**src/rtl/mips_pkg.sv**
```systemverilog
// Shared types and constants for the multicycle MIPS controller.
// Covers the ALU encoding, the ALU operation classes, opcodes, functs and FSM states.
package mips_pkg;

  typedef enum logic [5:0] {
    ALU_AND = 6'h00,
    ALU_OR  = 6'h01,
    ALU_ADD = 6'h02,
    ALU_SUB = 6'h06,
    ALU_SLT = 6'h07
  } alu_ctrl_t;

  // operation class requested by the FSM; AOP_FUNCT defers to the R-type funct field
  typedef enum logic [1:0] {
    AOP_AND,
    AOP_ADD,
    AOP_SUB,
    AOP_FUNCT
  } alu_op_t;

  localparam logic [5:0] OP_RTYPE = 6'h00;
  localparam logic [5:0] OP_LW    = 6'h23;
  localparam logic [5:0] OP_SW    = 6'h2B;
  localparam logic [5:0] OP_BEQ   = 6'h04;
  localparam logic [5:0] OP_ADDI  = 6'h08;
  localparam logic [5:0] OP_J     = 6'h02;

  localparam logic [5:0] FN_ADD = 6'h20;
  localparam logic [5:0] FN_SUB = 6'h22;
  localparam logic [5:0] FN_AND = 6'h24;
  localparam logic [5:0] FN_OR  = 6'h25;
  localparam logic [5:0] FN_SLT = 6'h2A;

  typedef enum logic [3:0] {
    S_IDLE,
    S_FETCH,
    S_DECODE,
    S_MEM_ADR,
    S_MEM_RD,
    S_MEM_WB,
    S_MEM_WR,
    S_EXEC,
    S_ALU_WB,
    S_BRANCH,
    S_ADDI_EX,
    S_ADDI_WB,
    S_JUMP
  } ctrl_state_t;

  function automatic logic is_known_op(input logic [5:0] op);
    return (op == OP_RTYPE) || (op == OP_LW) || (op == OP_SW) ||
           (op == OP_BEQ) || (op == OP_ADDI) || (op == OP_J);
  endfunction

endpackage

```
**src/rtl/mips_alu_decoder.sv**
```systemverilog
// Maps the FSM's ALU operation class plus the R-type funct field onto the ALU encoding.
// An unsupported funct selects AND and raises the illegal flag.
module mips_alu_decoder
  import mips_pkg::*;
(
  input  alu_op_t    alu_op,
  input  logic [5:0] funct,
  output alu_ctrl_t  alu_control,
  output logic       illegal
);

  always_comb begin
    alu_control = ALU_AND;
    illegal     = 1'b0;
    case (alu_op)
      AOP_ADD: alu_control = ALU_ADD;
      AOP_SUB: alu_control = ALU_SUB;
      AOP_FUNCT: begin
        case (funct)
          FN_ADD:  alu_control = ALU_ADD;
          FN_SUB:  alu_control = ALU_SUB;
          FN_AND:  alu_control = ALU_AND;
          FN_OR:   alu_control = ALU_OR;
          FN_SLT:  alu_control = ALU_SLT;
          default: illegal = 1'b1;
        endcase
      end
      default: alu_control = ALU_AND;
    endcase
  end

endmodule

```
**src/rtl/mips_multicycle_ctrl.sv**
```systemverilog
// Multicycle MIPS control FSM. Outputs are decoded from the state register.
// pc_en, ir_write and the branch enable additionally depend on same-cycle inputs.
module mips_multicycle_ctrl
  import mips_pkg::*;
#(
  parameter int ALU_CTRL_W = 6
) (
  input  logic                  clk,
  input  logic                  rst_n,
  input  logic                  run,
  input  logic [5:0]            opcode,
  input  logic [5:0]            funct,
  input  logic                  alu_zero,
  input  logic                  mem_ready,
  output logic [ALU_CTRL_W-1:0] alu_control,
  output logic                  alu_src_a,
  output logic [1:0]            alu_src_b,
  output logic [1:0]            pc_src,
  output logic                  pc_en,
  output logic                  iord,
  output logic                  mem_read,
  output logic                  mem_write,
  output logic                  ir_write,
  output logic                  reg_dst,
  output logic                  mem_to_reg,
  output logic                  reg_write,
  output logic                  illegal_op
);

  ctrl_state_t state;
  alu_op_t     alu_op;
  alu_ctrl_t   alu_dec;
  logic        funct_illegal;

  mips_alu_decoder u_alu_dec (
    .alu_op      (alu_op),
    .funct       (funct),
    .alu_control (alu_dec),
    .illegal     (funct_illegal)
  );

  assign alu_control = ALU_CTRL_W'(alu_dec);

  always_ff @(posedge clk or negedge rst_n) begin
    if (!rst_n) begin
      state <= S_IDLE;
    end else begin
      case (state)
        S_IDLE:    if (run) state <= S_FETCH;
        S_FETCH:   if (mem_ready) state <= run ? S_DECODE : S_IDLE;
        S_DECODE: begin
          case (opcode)
            OP_LW, OP_SW: state <= S_MEM_ADR;
            OP_RTYPE:     state <= S_EXEC;
            OP_BEQ:       state <= S_BRANCH;
            OP_ADDI:      state <= S_ADDI_EX;
            OP_J:         state <= S_JUMP;
            default:      state <= S_FETCH;
          endcase
        end
        S_MEM_ADR: state <= (opcode == OP_SW) ? S_MEM_WR : S_MEM_RD;
        S_MEM_RD:  if (mem_ready) state <= S_MEM_WB;
        S_MEM_WR:  if (mem_ready) state <= S_FETCH;
        S_EXEC:    state <= funct_illegal ? S_FETCH : S_ALU_WB;
        S_ADDI_EX: state <= S_ADDI_WB;
        S_MEM_WB, S_ALU_WB, S_BRANCH, S_ADDI_WB, S_JUMP: state <= S_FETCH;
        default:   state <= S_IDLE;
      endcase
    end
  end

  always_comb begin
    alu_op     = AOP_AND;
    alu_src_a  = 1'b0;
    alu_src_b  = 2'd0;
    pc_src     = 2'd0;
    pc_en      = 1'b0;
    iord       = 1'b0;
    mem_read   = 1'b0;
    mem_write  = 1'b0;
    ir_write   = 1'b0;
    reg_dst    = 1'b0;
    mem_to_reg = 1'b0;
    reg_write  = 1'b0;
    illegal_op = 1'b0;
    case (state)
      S_FETCH: begin
        mem_read  = 1'b1;
        alu_src_b = 2'd1;
        alu_op    = AOP_ADD;
        pc_en     = mem_ready;
        ir_write  = mem_ready;
      end
      S_DECODE: begin
        alu_src_b  = 2'd3;
        alu_op     = AOP_ADD;
        illegal_op = !is_known_op(opcode);
      end
      S_MEM_ADR, S_ADDI_EX: begin
        alu_src_a = 1'b1;
        alu_src_b = 2'd2;
        alu_op    = AOP_ADD;
      end
      S_MEM_RD: begin
        mem_read = 1'b1;
        iord     = 1'b1;
      end
      S_MEM_WB: begin
        reg_write  = 1'b1;
        mem_to_reg = 1'b1;
      end
      S_MEM_WR: begin
        mem_write = 1'b1;
        iord      = 1'b1;
      end
      S_EXEC: begin
        alu_src_a  = 1'b1;
        alu_op     = AOP_FUNCT;
        illegal_op = funct_illegal;
      end
      S_ALU_WB: begin
        reg_write = 1'b1;
        reg_dst   = 1'b1;
      end
      S_BRANCH: begin
        alu_src_a = 1'b1;
        alu_op    = AOP_SUB;
        pc_src    = 2'd1;
        pc_en     = alu_zero;
      end
      S_ADDI_WB: reg_write = 1'b1;
      S_JUMP: begin
        pc_src = 2'd2;
        pc_en  = 1'b1;
      end
      default: ;
    endcase
  end

endmodule
```
**config.mk**
```make
export PLATFORM = sky130hd
export DESIGN_NAME = mips_multicycle_ctrl
export DESIGN_NICKNAME = d
export VERILOG_FILES = /design/src/rtl/mips_pkg.sv /design/src/rtl/mips_alu_decoder.sv /design/src/rtl/mips_multicycle_ctrl.sv
export SDC_FILE = /design/constraint.sdc
export NUM_CORES = 1
export LEC_CHECK = 0
export BUFFER_PORTS_ARGS = -buffer_cell sky130_fd_sc_hd__buf_4
export CORE_MARGIN = 4
export CORE_UTILIZATION = 48
export CTS_CLUSTER_SIZE = 16
export DETAILED_ROUTE_END_ITERATION = 10
export GPL_TIMING_DRIVEN = 0
export PLACE_DENSITY = 0.92
export REMOVE_ABC_BUFFERS = 1
export SLEW_MARGIN = 30
export SYNTH_ARGS = -nofsm -noshare
export SYNTH_HDL_FRONTEND = slang
export SYNTH_SLANG_ARGS = --single-unit
```
**constraint.sdc**
```tcl
create_clock -name clk -period 4.1 [get_ports clk]
set_input_delay 0.82 -clock clk [delete_from_list [all_inputs] [get_ports clk]]
set_output_delay 0.82 -clock clk [all_outputs]
set_load 0.005 [all_outputs]
```
# Word-level counts from Yosys, hierarchy flattened
# Index checks and enable logic that the tools add are counted.
[totals]
n_memories = 0
register_bits = 4
ramBits = 0
latchBits = 0
wordCells = 74
mem_bits_ro = 0
out_inout_bits = 20
inputBits = 17
[classes]
n_shift = 0
n_div = 0
bitwise_logic = 0
order_cmp = 0
muxes = 26
multipliers = 0
reduce_logical = 18
add_sub_neg = 0
eq_ne = 29
[ops]
columns = ["op", "count"]
rows = [
  ["6-bit equality test, second input constant", 7],
  ["4-bit one-hot mux with 9 select lines", 1],
  ["4-bit equality test, second input constant", 5],
  ["4-bit 2-to-1 mux", 5],
  ["4-bit one-hot mux with 5 select lines", 1],
  ["6-bit one-hot mux with 3 select lines", 1],
  ["4-bit by 3-bit equality test with 1-bit output, second input constant", 4],
  ["2-bit one-hot mux with 3 select lines", 2],
  ["3-bit one-hot mux with 4 select lines", 1],
  ["1-bit 2-to-1 mux", 10],
  ["5-bit OR reduction", 2],
  ["4-bit by 2-bit equality test with 1-bit output, second input constant", 2],
  ["2-bit != test, second input constant", 4],
  ["2-bit OR reduction", 4],
  ["4-bit OR reduction", 2],
  ["6-bit by 2-bit equality test with 1-bit output, second input constant", 1],
  ["6-bit by 3-bit equality test with 1-bit output, second input constant", 1],
  ["6-bit by 4-bit equality test with 1-bit output, second input constant", 1],
  ["6-bit zero test", 1],
  ["1-bit logical OR", 5],
  ["2-bit equality test, second input constant", 2],
  ["4-bit by 1-bit equality test with 1-bit output, second input constant", 1],
  ["4-bit zero test", 1],
  ["2-bit 2-to-1 mux", 2],
  ["other kinds (7)", 7],
]

# Longest topological paths before layout
# Gate-level depths: netlist (run 1).
[depth]
ltp_word = 8
ltp_mapped = 5
mapped_depth_nobuf = 4

# Hierarchy
# Synthesis (run 1) repeated with hierarchy kept, for this count alone.
[hier_totals]
cells_unflattened = 108
hier_area_um2 = 764.5
[modules_own_cells]
columns = ["module", "instances", "area_each_um2", "seq_area_each_um2", "cells_each"]
rows = [
  ["mips_multicycle_ctrl", 1, 611.8, 100.1, 89],
  ["mips_alu_decoder", 1, 152.6, 0.0, 19],
]

# Least setup slack after synthesis (run 1)
# Ideal clock, no wire load.
[synth_timing]
path_type = "in2out"
start = "in opcode[2]"
end = "out illegal_op"
stages = 3
path_buffers = 0
t_arrival_ps = 1607
setup_slack_ps = 1673
required_ps = 3280
path_cell_list = "or4_4 o21ai_1 o21ai_1"
[synth_between]
elab_chain_len = 8
word_cells_on_any_way = 13
cone_classes = "eq/ne: 5; mux: 1; reduce/logical: 7"
[synth_rtl]
columns = ["item", "line", "text"]
rows = [
  ["from (decl)", "mips_multicycle_ctrl.sv:11", "input logic [5:0] opcode,"],
  ["6-bit equality test / 6-bit zero test (equally long branches)", "mips_pkg.sv:51", "return (op == OP_RTYPE) || (op == OP_LW) || (op == OP_SW) ||"],
  ["1-bit logical OR (3 in series)", "mips_pkg.sv:51", ""],
  ["1-bit logical OR", "mips_pkg.sv:52", "(op == OP_BEQ) || (op == OP_ADDI) || (op == OP_J);"],
  ["1-bit logical OR (*)", "mips_pkg.sv:52", ""],
  ["1-bit zero test (*)", "mips_multicycle_ctrl.sv:97", "illegal_op = !is_known_op(opcode);"],
  ["1-bit one-hot mux with 2 select lines (*)", "mips_multicycle_ctrl.sv:86", "case (state)"],
  ["to (decl)", "mips_multicycle_ctrl.sv:27", "output logic illegal_op"],
]
# Mark *: on every way between the ends. The rest lies on a longest branch, timed or not.

# Worst setup path after layout (run 1)
# Ends and elaborated chain as after synthesis.

==> flow_summary_export.csv, run 1 <==
group,metric,value,unit
finish,largest_reg_flops,4,
logic_synthesis,synth_top_area_frac,0.134,
finish,reg_top3,"state: 4 flops",
logic_synthesis,synth_ff_type,"dfrtp_1",
setup_path,crit_path_end_kind,"output port",
sta,final_hold_viol_count,0,
global_route,grt_usage,0.184,
logic_synthesis,synthesis.area,744,sq um
floorplanning,core_area,1380,sq um
setup_path,start_kind,"input port",
setup_path,cp_slowest_cell,"or4_4",
route,drt_iter0_markers,16,
finish,fillCellCount,125,
setup_path,crit_family,"simple AND/OR/NAND/NOR gates",
outcome,status,"finished, final reports clean",
clocking,clk_pin_slew_worst_paths,0.04,ns
power,pwr-share-seq,0.278,
clocking,postCtsHoldBufs,0,
sta,drv_slew,0,
floorplanning,dieWidth,47.4,um
placed_design,dp_cells,147,
global_route,antenna_found_initial,0,
placed_design,place_hpwl,1540,um
placed_design,preCtsSetupSlack,1.36,ns
sta,max_freq,366,MHz
logic_synthesis,synth_cells,108,
flow_run,cap_violations,0,
setup_path,worst-endpoint-arrival,1.92,ns
logic_synthesis,yosysSeqAreaShare,0.134,
setup_path,crit_type,"input port to output port",
global_route,grt_pass1_wl,3020,um
finish,drive_gt1_frac,0.296,
setup_path,crit_fanout,5,
finish,final_cells,150,
finish,largest_register,"state",
power,peakVddDrop,0.212,mV
global_route,grt_pass1_vias,728,
floorplanning,boundaryPins,37,
finish,multiInputGateArea,556,sq um
clocking,ctsResizeCount,0,
floorplanning,die_h,47.4,um
power,p_comb_frac,0.616,
clocking,clock-sinks,4,
floorplanning,die_area,2240,sq um
finish,fin_area,963,sq um
setup_path,reg2reg_from,"state[1]$_DFFE_PN0P_",
logic_synthesis,yosysWarnings,0,
route,drt-total-wl,1960,um
sta,period_share,0.667,
clocking,cts_root_buf,"clkbuf_4",
logic_synthesis,yosys-top-cells-area,"dfrtp_1 (13%), buf_4 (9.1%), nor3_1 (6.1%), nor2_1 (4.5%), nand2b_1 (4.2%)",
sta,period_minus_slack,2.74,ns
finish,regArea,100,sq um
setup_path,cp_num_buf_inv,2,
placed_design,gp_congestion,0.848,
logic_synthesis,synth_seq_cells,4,
power,p_total,0.000425,W
floorplanning,fp-row-count,13,
logic_synthesis,ys_async_sr_fraction,1.00,
sta,setup_tns,0,ns
finish,area_growth,29.4,%
sta,setup_viol,0,
finish,antenna_cells,0,
power,switching_share,0.458,
route,ant_nets,0,
clocking,clock_latency,0.22,ns
clocking,h-tree-depth,1,
logic_synthesis,synth_edf_count,0,
route,drt_first_pass_iters,4,
sta,worst_slack,1.36,ns
sta,rsz0062_at_grt,"false",
sta,fin_worst_skew,0.00143,ns
floorplanning,start_util,0.538,
power,leakagePower,0.418,nW
power,powerDensity,441,nW/um^2
setup_path,cp_slowest_stage_delay,0.54,ns
global_route,overflow,0,
clocking,cts_tree,"yes",
setup_path,worstPathCellList,"buf_4 -> or4_4 -> o21ai_1 -> o21ai_1 -> buf_4",
route,viasPerCell,6.06,
sta,worst_slew_pin_slew,0.687,ns
global_route,grt_max_degree,26,
power,p_switching,0.000195,W
logic_synthesis,synth_common_cells,"buf_4 (9), nor2_1 (9), nor3_1 (9), nand2_1 (7), o21ai_0 (6)",
hold_path,hold_path.class,"input port to asynchronous set/reset pin",
setup_path,startpoint,"opcode[2]",
logic_synthesis,avgSynthCellArea,6.89,sq um
route,num_vias,909,
placed_design,placed_area,941,sq um
route,wl_per_cell,13.1,um
logic_synthesis,yosysTopAreaCell,"dfrtp_1",
power,pwr-share-clk,0.106,
logic_synthesis,synth.distinct_cells,41,
clocking,cts_max_path_buffers,2,
setup_path,required,3.28,ns
placed_design,portBuffers,33,
route,drc,0,
finish,final_nets,154,
clocking,post_cts_buffers,0,
power,p_int,0.000230,W
sta,max-slew-margin-rel,0.542,
clocking,numCtsBuffers,3,
-- power by group through the flow --
stage | logic, W | clock network (W) | registers (W)
2_1_floorplan | 0.000154 | 0 | 0.000101
3_5_place_dp | 0.000262 | 0 | 0.000116
6_report | 0.000262 | 0.0000451 | 0.000118
4_1_cts | 0.000263 | 0.0000473 | 0.000116
3_3_place_gp | 0.000256 | 0 | 0.000116
5_1_grt | 0.000291 | 0.0000509 | 0.000126
-- worst paths after layout --
| path | endpoint | slack, ns | cells past startpoint |
|---|---|---|---|
| setup / recovery | illegal_op | 1.36 | 5 |
| hold / removal | state[1]$_DFFE_PN0P_ | 0.38 | 1 |
| setup reg to reg | state[1]$_DFFE_PN0P_ | 2.41 | 4 |
| hold reg to reg | state[3]$_DFFE_PN0P_ | 0.92 | 1 |
| max in group asynchronous | state[3]$_DFFE_PN0P_ | 3.62 | 1 |
| min in group clk | state[2]$_DFFE_PN0P_ | 0.90 | 3 |
-- metal layers --
| metal | share of wire | GRT usage | wire [um] | vias up |
|---|---|---|---|---|
| met1 | 0.42 | 0.240 | 821 | 413 |
| li1 | - | - | - | 464 |
| met5 | 0 | 0 | 0 | - |
| met2 | 0.51 | 0.297 | 992 | 28 |
| met3 | 0.064 | 0.0307 | 125 | 4 |
| met4 | 0.010 | 0.0718 | 20 | 0 |
-- cells in the final DEF (no fill, tap or decap), drive strengths merged, types with 2 or more instances in the layout --
| cell type | count |
|---|---|
| nor2b | 5 |
| nor4 | 4 |
| o21ai | 9 |
| a31oi | 2 |
| nand2b | 5 |
| o2bb2ai | 2 |
| inv | 5 |
| nand4 | 3 |
| nor2 | 9 |
| nand2 | 7 |
| o211ai | 2 |
| clkbuf | 3 |
| a21oi | 5 |
| buf | 33 |
| dfrtp | 4 |
| conb | 3 |
| xnor2 | 2 |
| nor3 | 9 |
| o22ai | 3 |
-- per-stage QoR --
stage	util	hold slack (ns)
after floorplan	-	0.524
after CTS	0.697	0.377
final	0.697	0.382
after detailed placement	0.681	0.616
after global placement	0.681	0.613
after global routing	0.697	0.367
-- final cells by class --
class                   count  area share
clock buffers               3      0.0234
flip-flops and latches      4       0.104
repair buffers             33       0.257
multi-input cells          90       0.577
inverters                   5      0.0195
well taps                  15      0.0195
-- cell families (layout without fill, tap and decap cells) --
family / Yosys count / in the layout / share of synthesized area
compound gates: 36 / 36 / 0.334
xor+xnor: 3 / 3 / 0.0353
buf+inv: 16 / 41 / 0.129
flops: 4 / 4 / 0.134
other cells: 1 / 3 / 0.00504
simple gates: 48 / 48 / 0.361
Power figures use the tool's default switching activity.
==> run 2, diff against run 1 <==
Settings changed: CORE_UTILIZATION 48 to 41, PLACE_DENSITY 0.92 to 0.85.
Clock period 4.1 ns to 2.4 ns, I/O delays scaled along.
==> flow_summary_export.csv, run 2 (synthesized netlist as in run 1, its figures left out) <==
group,metric,value,unit
finish,layout_common_cells,"buf_4 (33), nor2_1 (9), nor3_1 (9)",
setup_path,crit_family,"flip-flops",
clocking,cts_max_path_buffers,2,
placed_design,dp_cells,157,
power,peakVddDrop,0.343,mV
setup_path,reg2reg_depth,4,
route,num_vias,909,
finish,final_common_cell,"buf_4",
sta,setup_viol,0,
route,wl_per_cell,12.5,um
finish,fillCellCount,182,
placed_design,gp_congestion,0.866,
route,ant_nets,0,
power,leakagePower,0.412,nW
setup_path,crit_type,"flop to output port",
setup_path,crit_fanout,25,
setup_path,cp_common_cell,"o21ai_1",
global_route,grt_max_degree,26,
route,drc,0,
setup_path,required,1.92,ns
setup_path,cp_num_cells,4,
setup_path,reg2reg_from,"state[1]$_DFFE_PN0P_",
power,p_int,0.000398,W
setup_path,cp_slowest_cell,"dfrtp_2",
route,drt_iter0_markers,25,
finish,largest_register,"state",
setup_path,cp_num_buf_inv,1,
finish,area_growth,31.8,%
sta,fin_worst_skew,0.00365,ns
hold_path,hold_path.class,"input port to asynchronous set/reset pin",
finish,largest_reg_flops,4,
clocking,postCtsHoldBufs,0,
sta,max_freq,469,MHz
clocking,clock-sinks,4,
placed_design,place_hpwl,1540,um
floorplanning,die_area,2560,sq um
clocking,h-tree-depth,1,
setup_path,startpoint,"state[1]$_DFFE_PN0P_",
power,p_switching,0.000332,W
floorplanning,boundaryPins,37,
sta,period_minus_slack,2.13,ns
clocking,ctsResizeCount,0,
clocking,cts_root_buf,"clkbuf_4",
global_route,antenna_found_initial,0,
sta,drv_slew,0,
setup_path,rrSetupSlack,0.87,ns
global_route,grt_pass1_vias,779,
clocking,post_cts_buffers,0,
power,p_comb_frac,0.608,
setup_path,worstPathCellList,"nor4b_2 -> o21ai_1 -> o21ai_1 -> buf_4",
setup_path,start_kind,"flop",
sta,setup_tns,0,ns
power,powerDensity,743,nW/um^2
setup_path,worst-endpoint-arrival,1.65,ns
sta,rsz0062_at_grt,"false",
placed_design,portBuffers,33,
global_route,overflow,0,
clocking,numCtsBuffers,3,
global_route,grt_usage,0.161,
route,drt-total-wl,2010,um
flow_run,cap_violations,0,
setup_path,cp_slowest_stage_delay,0.59,ns
power,pwr-share-seq,0.284,
clocking,clk_pin_slew_worst_paths,0.04,ns
floorplanning,dieWidth,50.6,um
finish,final_cells,160,
setup_path,r2r-end,"state[1]$_DFFE_PN0P_",
clocking,clock_latency,0.23,ns
finish,final_nets,154,
floorplanning,die_h,50.6,um
route,viasPerCell,5.68,
outcome,status,"finished, final reports clean",
sta,period_share,0.888,
clocking,cts_tree,"yes",
finish,drive_gt1_frac,0.326,
finish,antenna_cells,0,
floorplanning,start_util,0.431,
sta,final_hold_viol_count,0,
setup_path,crit_path_end_kind,"output port",
route,drt_first_pass_iters,4,
finish,reg_top3,"state: 4 flops",
power,switching_share,0.455,
power,pwr-share-clk,0.108,
global_route,grt_pass1_wl,3310,um
floorplanning,fp-row-count,15,
floorplanning,core_area,1730,sq um
-- run 2: worst max path at each step --
| stage | to | slack [ns] |
|---|---|---|
| floorplan | pc_en | 0.60 |
| global placement | illegal_op | 0.31 |
| detailed placement | illegal_op | 0.29 |
| CTS | illegal_op | 0.04 |
| global route | pc_en | 0.10 |
| finish | illegal_op | 0.27 |
-- run 2: power by group through the flow --
stage	registers, W	logic [W]	clock network, W
floorplan	0.000172	0.000264	0
global placement	0.000201	0.000441	0
detailed placement	0.000203	0.000445	0
CTS	0.000202	0.000447	0.0000829
global route	0.000219	0.000497	0.0000896
finish	0.000207	0.000443	0.0000788
-- run 2: cell type report --
class	instances	area [sq um]	share of cell area
flip-flops and latches	4	105	0.107
multi-input cells	90	556	0.566
repair buffers	33	248	0.253
clock buffers	3	22.5	0.0230
inverters	5	18.8	0.0191
well taps	25	31.3	0.0319
-- run 2: worst register-to-register path, stage by stage (launching register included) --
cell and delay, ns:
dfrtp_2 0.59, nor4b_2 0.40, o211ai_1 0.15, o21ai_0 0.10, o221a_1 0.22
-- run 2: per-stage QoR --
step,cell area (sq um),worst slack [ns],hold WS (ns),power (W),utilization
after floorplan,674,0.601,0.184,0.000436,-
after global placement,953,0.306,0.274,0.000642,0.552
after global routing,981,0.105,0.0287,0.000805,0.568
after detailed placement,953,0.291,0.275,0.000648,0.552
after CTS,976,0.0406,0.0297,0.000732,0.565
final,981,0.269,0.0367,0.000729,0.568
-- run 2: per-layer routing --
| metal | track usage | vias up | wire length (um) |
|---|---|---|---|
| met5 | 0 | - | 0 |
| met4 | 0.0583 | 0 | 10 |
| met3 | 0.0356 | 2 | 185 |
| met2 | 0.274 | 38 | 991 |
| met1 | 0.197 | 412 | 817 |
| li1 | - | 457 | - |
